`src/rtl/fetch_stage.sv`:
```
// ============================================================================
// Module   : fetch_stage
// Brief    : RV32I instruction fetch with IF/ID register, one-word skid buffer
//            and redirect handling. Define FETCH_PERF_EN for perf counters.
// Revision : 1.0 - initial release
// ============================================================================
`default_nettype none

module fetch_stage #(
    parameter logic [31:0] RESET_PC  = 32'h0000_0000,
    parameter logic [31:0] NOP_INSTR = 32'h0000_0013
) (
    input  logic        clk,
    input  logic        rst_n,
    input  logic        stall_i,
    input  logic        redirect_i,
    input  logic [31:0] redirect_pc_i,
    output logic        imem_req_o,
    output logic [31:0] imem_addr_o,
    input  logic        imem_ready_i,
    input  logic [31:0] imem_rdata_i,
    output logic [31:0] instr_o,
    output logic [31:0] pc_o,
    output logic [31:0] pc_plus4_o,
    output logic        instr_valid_o,
    output logic [31:0] fetch_cnt_o,
    output logic [31:0] flush_cnt_o
);

    localparam logic [1:0] ST_IDLE = 2'd0;
    localparam logic [1:0] ST_REQ  = 2'd1;
    localparam logic [1:0] ST_HOLD = 2'd2;

    logic [1:0]  state_q, state_d;
    logic [31:0] pc_q, pc_d;
    logic        kill_q, kill_d;
    logic [31:0] kill_addr_q, kill_addr_d;
    logic [31:0] skid_instr_q, skid_instr_d;
    logic [31:0] skid_pc_q, skid_pc_d;
    logic [31:0] instr_q, instr_d;
    logic [31:0] if_pc_q, if_pc_d;
    logic [31:0] if_pc4_q, if_pc4_d;
    logic        valid_q, valid_d;

    always_comb begin
        state_d      = state_q;
        pc_d         = pc_q;
        kill_d       = kill_q;
        kill_addr_d  = kill_addr_q;
        skid_instr_d = skid_instr_q;
        skid_pc_d    = skid_pc_q;
        instr_d      = instr_q;
        if_pc_d      = if_pc_q;
        if_pc4_d     = if_pc4_q;
        valid_d      = valid_q;

        if (redirect_i) begin
            instr_d = NOP_INSTR;
            valid_d = 1'b0;
            pc_d    = {redirect_pc_i[31:2], 2'b00};
            state_d = ST_REQ;
            // An in-flight request cannot be withdrawn: keep presenting its
            // address and drop the word when it finally lands.
            if (state_q == ST_REQ && !imem_ready_i) begin
                kill_d = 1'b1;
                if (!kill_q) begin
                    kill_addr_d = pc_q;
                end
            end else begin
                kill_d = 1'b0;
            end
        end else begin
            if (!stall_i) begin
                instr_d = NOP_INSTR;
                valid_d = 1'b0;
            end
            case (state_q)
                ST_IDLE: state_d = ST_REQ;
                ST_REQ: begin
                    if (imem_ready_i) begin
                        if (kill_q) begin
                            kill_d = 1'b0;
                        end else if (!stall_i) begin
                            instr_d  = imem_rdata_i;
                            if_pc_d  = pc_q;
                            if_pc4_d = pc_q + 32'd4;
                            valid_d  = 1'b1;
                            pc_d     = pc_q + 32'd4;
                        end else begin
                            skid_instr_d = imem_rdata_i;
                            skid_pc_d    = pc_q;
                            pc_d         = pc_q + 32'd4;
                            state_d      = ST_HOLD;
                        end
                    end
                end
                ST_HOLD: begin
                    if (!stall_i) begin
                        instr_d  = skid_instr_q;
                        if_pc_d  = skid_pc_q;
                        if_pc4_d = skid_pc_q + 32'd4;
                        valid_d  = 1'b1;
                        state_d  = ST_REQ;
                    end
                end
                default: state_d = ST_IDLE;
            endcase
        end
    end

    always_ff @(posedge clk or negedge rst_n) begin
        if (!rst_n) begin
            state_q      <= ST_IDLE;
            pc_q         <= RESET_PC;
            kill_q       <= 1'b0;
            kill_addr_q  <= 32'h0;
            skid_instr_q <= 32'h0;
            skid_pc_q    <= 32'h0;
            instr_q      <= NOP_INSTR;
            if_pc_q      <= 32'h0;
            if_pc4_q     <= 32'h0;
            valid_q      <= 1'b0;
        end else begin
            state_q      <= state_d;
            pc_q         <= pc_d;
            kill_q       <= kill_d;
            kill_addr_q  <= kill_addr_d;
            skid_instr_q <= skid_instr_d;
            skid_pc_q    <= skid_pc_d;
            instr_q      <= instr_d;
            if_pc_q      <= if_pc_d;
            if_pc4_q     <= if_pc4_d;
            valid_q      <= valid_d;
        end
    end

    assign imem_req_o    = (state_q == ST_REQ);
    assign imem_addr_o   = kill_q ? kill_addr_q : pc_q;
    assign instr_o       = instr_q;
    assign pc_o          = if_pc_q;
    assign pc_plus4_o    = if_pc4_q;
    assign instr_valid_o = valid_q;

`ifdef FETCH_PERF_EN
    logic [31:0] fetch_cnt_q, fetch_cnt_d;
    logic [31:0] flush_cnt_q, flush_cnt_d;

    // A held IF/ID never reloads, so valid_d outside a stall marks a fresh load.
    always_comb begin
        fetch_cnt_d = fetch_cnt_q;
        flush_cnt_d = flush_cnt_q;
        if (valid_d && !stall_i) begin
            fetch_cnt_d = fetch_cnt_q + 32'd1;
        end
        if (redirect_i) begin
            flush_cnt_d = flush_cnt_q + 32'd1;
        end
    end

    always_ff @(posedge clk or negedge rst_n) begin
        if (!rst_n) begin
            fetch_cnt_q <= 32'h0;
            flush_cnt_q <= 32'h0;
        end else begin
            fetch_cnt_q <= fetch_cnt_d;
            flush_cnt_q <= flush_cnt_d;
        end
    end

    assign fetch_cnt_o = fetch_cnt_q;
    assign flush_cnt_o = flush_cnt_q;
`else
    assign fetch_cnt_o = 32'h0;
    assign flush_cnt_o = 32'h0;
`endif

endmodule

`default_nettype wire

```
`config.mk`:
```
export PLATFORM = sky130hd
export DESIGN_NAME = fetch_stage
export DESIGN_NICKNAME = d
export VERILOG_FILES = /design/src/rtl/fetch_stage.sv
export SDC_FILE = /design/constraint.sdc
export NUM_CORES = 1
export LEC_CHECK = 0
export CAP_MARGIN = 20
export CORE_MARGIN = 3
export CORE_UTILIZATION = 51
export CTS_BUF_LIST = sky130_fd_sc_hd__clkbuf_16
export DETAILED_ROUTE_END_ITERATION = 12
export GPL_TIMING_DRIVEN = 0
export PLACE_DENSITY_LB_ADDON = 0.05
export SETUP_SLACK_MARGIN = 0.15
export SLEW_MARGIN = 20
export SYNTH_ARGS = -nofsm -noshare
export SYNTH_HDL_FRONTEND = slang
export SYNTH_SLANG_ARGS = --single-unit
```
`constraint.sdc`:
```
create_clock -name clk -period 5.5 [get_ports clk]
set_input_delay 1.65 -clock clk [delete_from_list [all_inputs] [get_ports clk]]
set_output_delay 1.65 -clock clk [all_outputs]
set_load 0.01 [all_outputs]
```
==> summary.txt <==
Timing
  – Worst Clk Skew: between 0.01 and 0.015 ns
  – Max-slew violation count: 0
  – Unrepaired setup endpoints after global routing: no
  – Minimum hold slack: 0.471 ns
  – Worst relative slew slack: between 30% and 40%
  – Final setup viols: 0
  – Period Utilization, post-route: 78.7%
  – Final Hold Viols: 0
  – Final min period: 4.33 ns
  – Transition time at the pin with the least slew margin: around 0.97 ns
  – FMAX: about 230 MHz

Critical path
  – CP Buf/Inv Count: 3
  – Largest incremental delay on the critical path: about 0.60 ns
  – Nature of the critical path startpoint: flop
  – Cell repeated most along the worst path: clkbuf_1
  – Critical path arrival: roughly 2.7 ns
  – Type of the setup path with the least slack: flop to primary output
  – Slowest stage cell on the critical path: clkbuf_1
  – Crit path max fanout: 10
  – Family with the most delay on the worst path: buffers and inverters
  – Data required time at the worst endpoint: 3.85 ns
  – Endpoint type of the worst setup path: primary output
  – Critical Path, Cell by Cell: clkbuf_1, clkbuf_1, mux2_2, clkdlybuf4s50_1

Power
  – Leakage: approximately 6.5 nW
  – Power density over the cells: ~460 mW/mm^2
  – Worst VDD drop: 297 uV

Logic synthesis
  – Number of flops mapped to enable cells by yosys: 0
  – Average instance area after synthesis: approximately 10 um^2
  – Number of different library cells in the post-synthesis netlist: 52
  – Register bit count reported by yosys: between 200 and 250
  – Prevailing post-synth register cell: dfrtp_1
  – Share of synthesized registers carrying an async set or reset: 100%
  – Proportion of synthesized chip area in sequential cells: around 47%
  – Synth warnings: 0
  – Cell area after synthesis: approximately 0.012 mm^2
  – Number of instances in the synthesized netlist: between 1,000 and 1,500

Die
  – # IOs: around 260
  – Die area: ~0.025 mm^2
  – Die Height: around 160 um
  – Starting density of the core: 52.6%
  – Core area: 0.0222 mm^2
  – Width of the die: ~160 um
  – Num rows: between 50 and 60

Finish
  – Layout overhead on the synthesized area: 29.2%
  – Final instance area: approximately 0.015 mm^2
  – Nets: between 1,500 and 2,000
  – Top library cells by usage in the layout, fill and taps aside: dfrtp_1, clkdlybuf4s50_1, nand2_1
  – Most common library cell in the layout ignoring fill and taps: dfrtp_1
  – ANT cells: 0
  – Layout cells sized above 1: between 10% and 20%

Min path
  – Worst min path class: flop to flop

Clocking
  – Clock transition time at the flip-flop clock pins of the worst setup and hold paths: 0.06 ns
  – Post CTS Setup Buffer Count: 0
  – Clock root buffer master: clkbuf_16
  – Worst skew pair latency: 0.53 ns
  – Maximum level of the CTS H-tree: 1
  – Gates resized, CTS repair: 0
  – Number of buffers inserted by hold repair at cts: 0
  – Number of buffers added by the clock tree synthesis step: 24
  – TritonCTS Sinks: between 200 and 250
  – Clock tree from TritonCTS: built
  – Buffers from clock root to sink, at most: 3

Routing
  – Number of routed nets with antenna violations: 0
  – Count of unresolved DRC violations after routing: 0
  – Total Routed Length: about 34,000 um
  – Routed via count: 9,677
  – Number of design-rule violations left by the first detailed-router iteration: between 900 and 1,000
  – Pre-Repair DR Iteration Count: 7
  – Routed length per instance: 19.8 um
  – Vias per std cell: approximately 5.6

GRT
  – Antenna violations before repair: 0
  – Number of global-route vias before repair: between 9,000 and 10,000
  – All-Layer GR Usage: 27.5%
  – GR Overflow Total: 0
  – Largest net degree at the start of global routing: 99
  – Wire length of the first global-routing pass: 53,000 um

Flow run
  – Max cap viols: 0

Status
  – Status: complete, no violations

Place
  – Hpwl dp: ~25,000 um
  – Placer's final routability congestion estimate: between 0.9 and 1
  – Count of input and output buffers: approximately 190
  – Area after DPL: around 0.014 mm^2
==> path summary, 6_finish.rpt <==
path                                 from               to  slack [ns]  depth (start not counted)
min reg2reg                pc_plus4_o[15]   pc_plus4_o[15]        0.47                          1
min                        pc_plus4_o[15]   pc_plus4_o[15]        0.47                          1
max reg2reg                    state_q[0]   pc_plus4_o[28]        2.03                          8
max                                kill_q  imem_addr_o[31]        1.17                          4
min in group asynchronous           rst_n         pc_o[16]        0.99                          1
max in group asynchronous           rst_n      instr_o[13]        3.29                          3
==> cells in the mapped netlist, types with 2 or more instances <==
cell type / number / area, um^2
dfrtp_1: 217 / 5430
nand2_1: 125 / 469
mux2_2: 113 / 1270
o21ai_0: 95 / 475
buf_4: 68 / 510
clkbuf_1: 64 / 240
nor2_1: 60 / 225
mux2i_1: 44 / 440
xnor2_1: 36 / 315
xor2_1: 36 / 315
a22oi_1: 30 / 225
nand3_1: 30 / 150
a22o_1: 29 / 254
nand4_1: 26 / 163
nor3_1: 16 / 80.1
inv_1: 15 / 56.3
buf_1: 13 / 48.8
nor4_1: 13 / 81.3
and3_1: 11 / 68.8
buf_2: 11 / 55.1
and2_1: 9 / 56.3
o211ai_1: 9 / 67.6
nor2b_1: 7 / 43.8
a21oi_1: 6 / 30.0
ha_1: 6 / 75.1
o221ai_1: 6 / 52.6
a31oi_1: 5 / 31.3
or4_1: 4 / 30.0
a21o_1: 3 / 22.5
a311oi_1: 3 / 26.3
and4_1: 3 / 26.3
dfstp_2: 3 / 78.8
o21a_1: 3 / 22.5
or2_2: 3 / 18.8
or3_1: 3 / 18.8
nand2b_1: 2 / 12.5
o31a_1: 2 / 17.5
o31ai_1: 2 / 15.0
==> cell type report <==
class,instances,area [um^2]
fill,1799,7110
clock inverter,20,226
inverter,15,56.3
timing repair buffer,193,1970
multi-input combinational,820,5470
tap,280,350
clock buffer,24,601
sequential,220,5510
buffer,157,866
==> worst reg2reg max path, cell delays in order, from the launching register on <==
cell	delay, ns
dfrtp_1	0.39
inv_1	0.09
ha_1	0.35
nor2b_1	0.21
o21ai_1	0.73
clkbuf_1	0.63
buf_1	0.68
nand2_1	0.18
o211ai_1	0.13
==> per-stage QoR <==
step	utilization (%)	TNS, ns	setup slack, ns	power, W	std cells
5_1_grt	67.9	0	1.09	0.00724	1729
4_1_cts	67.9	0	1.17	0.00687	1729
3_5_place_dp	64.2	0	0.895	0.00517	1685
6_report	67.9	0	1.17	0.00685	1729
2_1_floorplan	-	0	2.38	0.00396	1212
3_3_place_gp	63.9	-1451.26	-6.67	0.00509	1683
==> sequential cells by signal, indices dropped and copies added, names as in the netlist, 2 cells and up <==
| name | cells |
|---|---|
| pc_plus4_o | 30 |
| skid_pc_q | 30 |
| pc_o | 30 |
| state_q | 2 |
| instr_o | 32 |
| kill_addr_q | 32 |
| pc_q | 30 |
| skid_instr_q | 32 |
==> kinds of logic (layout without fill, tap and decap cells) <==
logic type | Yosys count | in the layout | synth area share [%]
adders and majority gates | 6 | 6 | 0.645
xor gates and xnor gates | 72 | 72 | 5.41
muxes | 157 | 157 | 14.7
other | 1 | 68 | 0.0322
and+or+nand+nor | 319 | 319 | 13.0
DFF | 220 | 220 | 47.3
buffers and inverters | 172 | 409 | 7.92
AOI/OAI and AO/OA | 198 | 198 | 11.0
==> report_power, final <==
part	internal, W	total, W	switching [W]
registers	0.00222	0.00266	0.000444
logic	0.00133	0.00249	0.00116
clock network	0.00103	0.00169	0.000663
total	0.00458	0.00685	0.00227
==> routing by layer <==
layer	track usage (%)	part of all wire, %	wire length, um	vias to the layer above
li1	-	-	-	4458
met1	37.4	41	14000	4726
met2	44.2	47	16200	413
met3	6.85	9.0	3100	80
met4	7.36	2.8	976	0
met5	0	0	0	-
No activity file was read; power rests on OpenSTA's default activity.
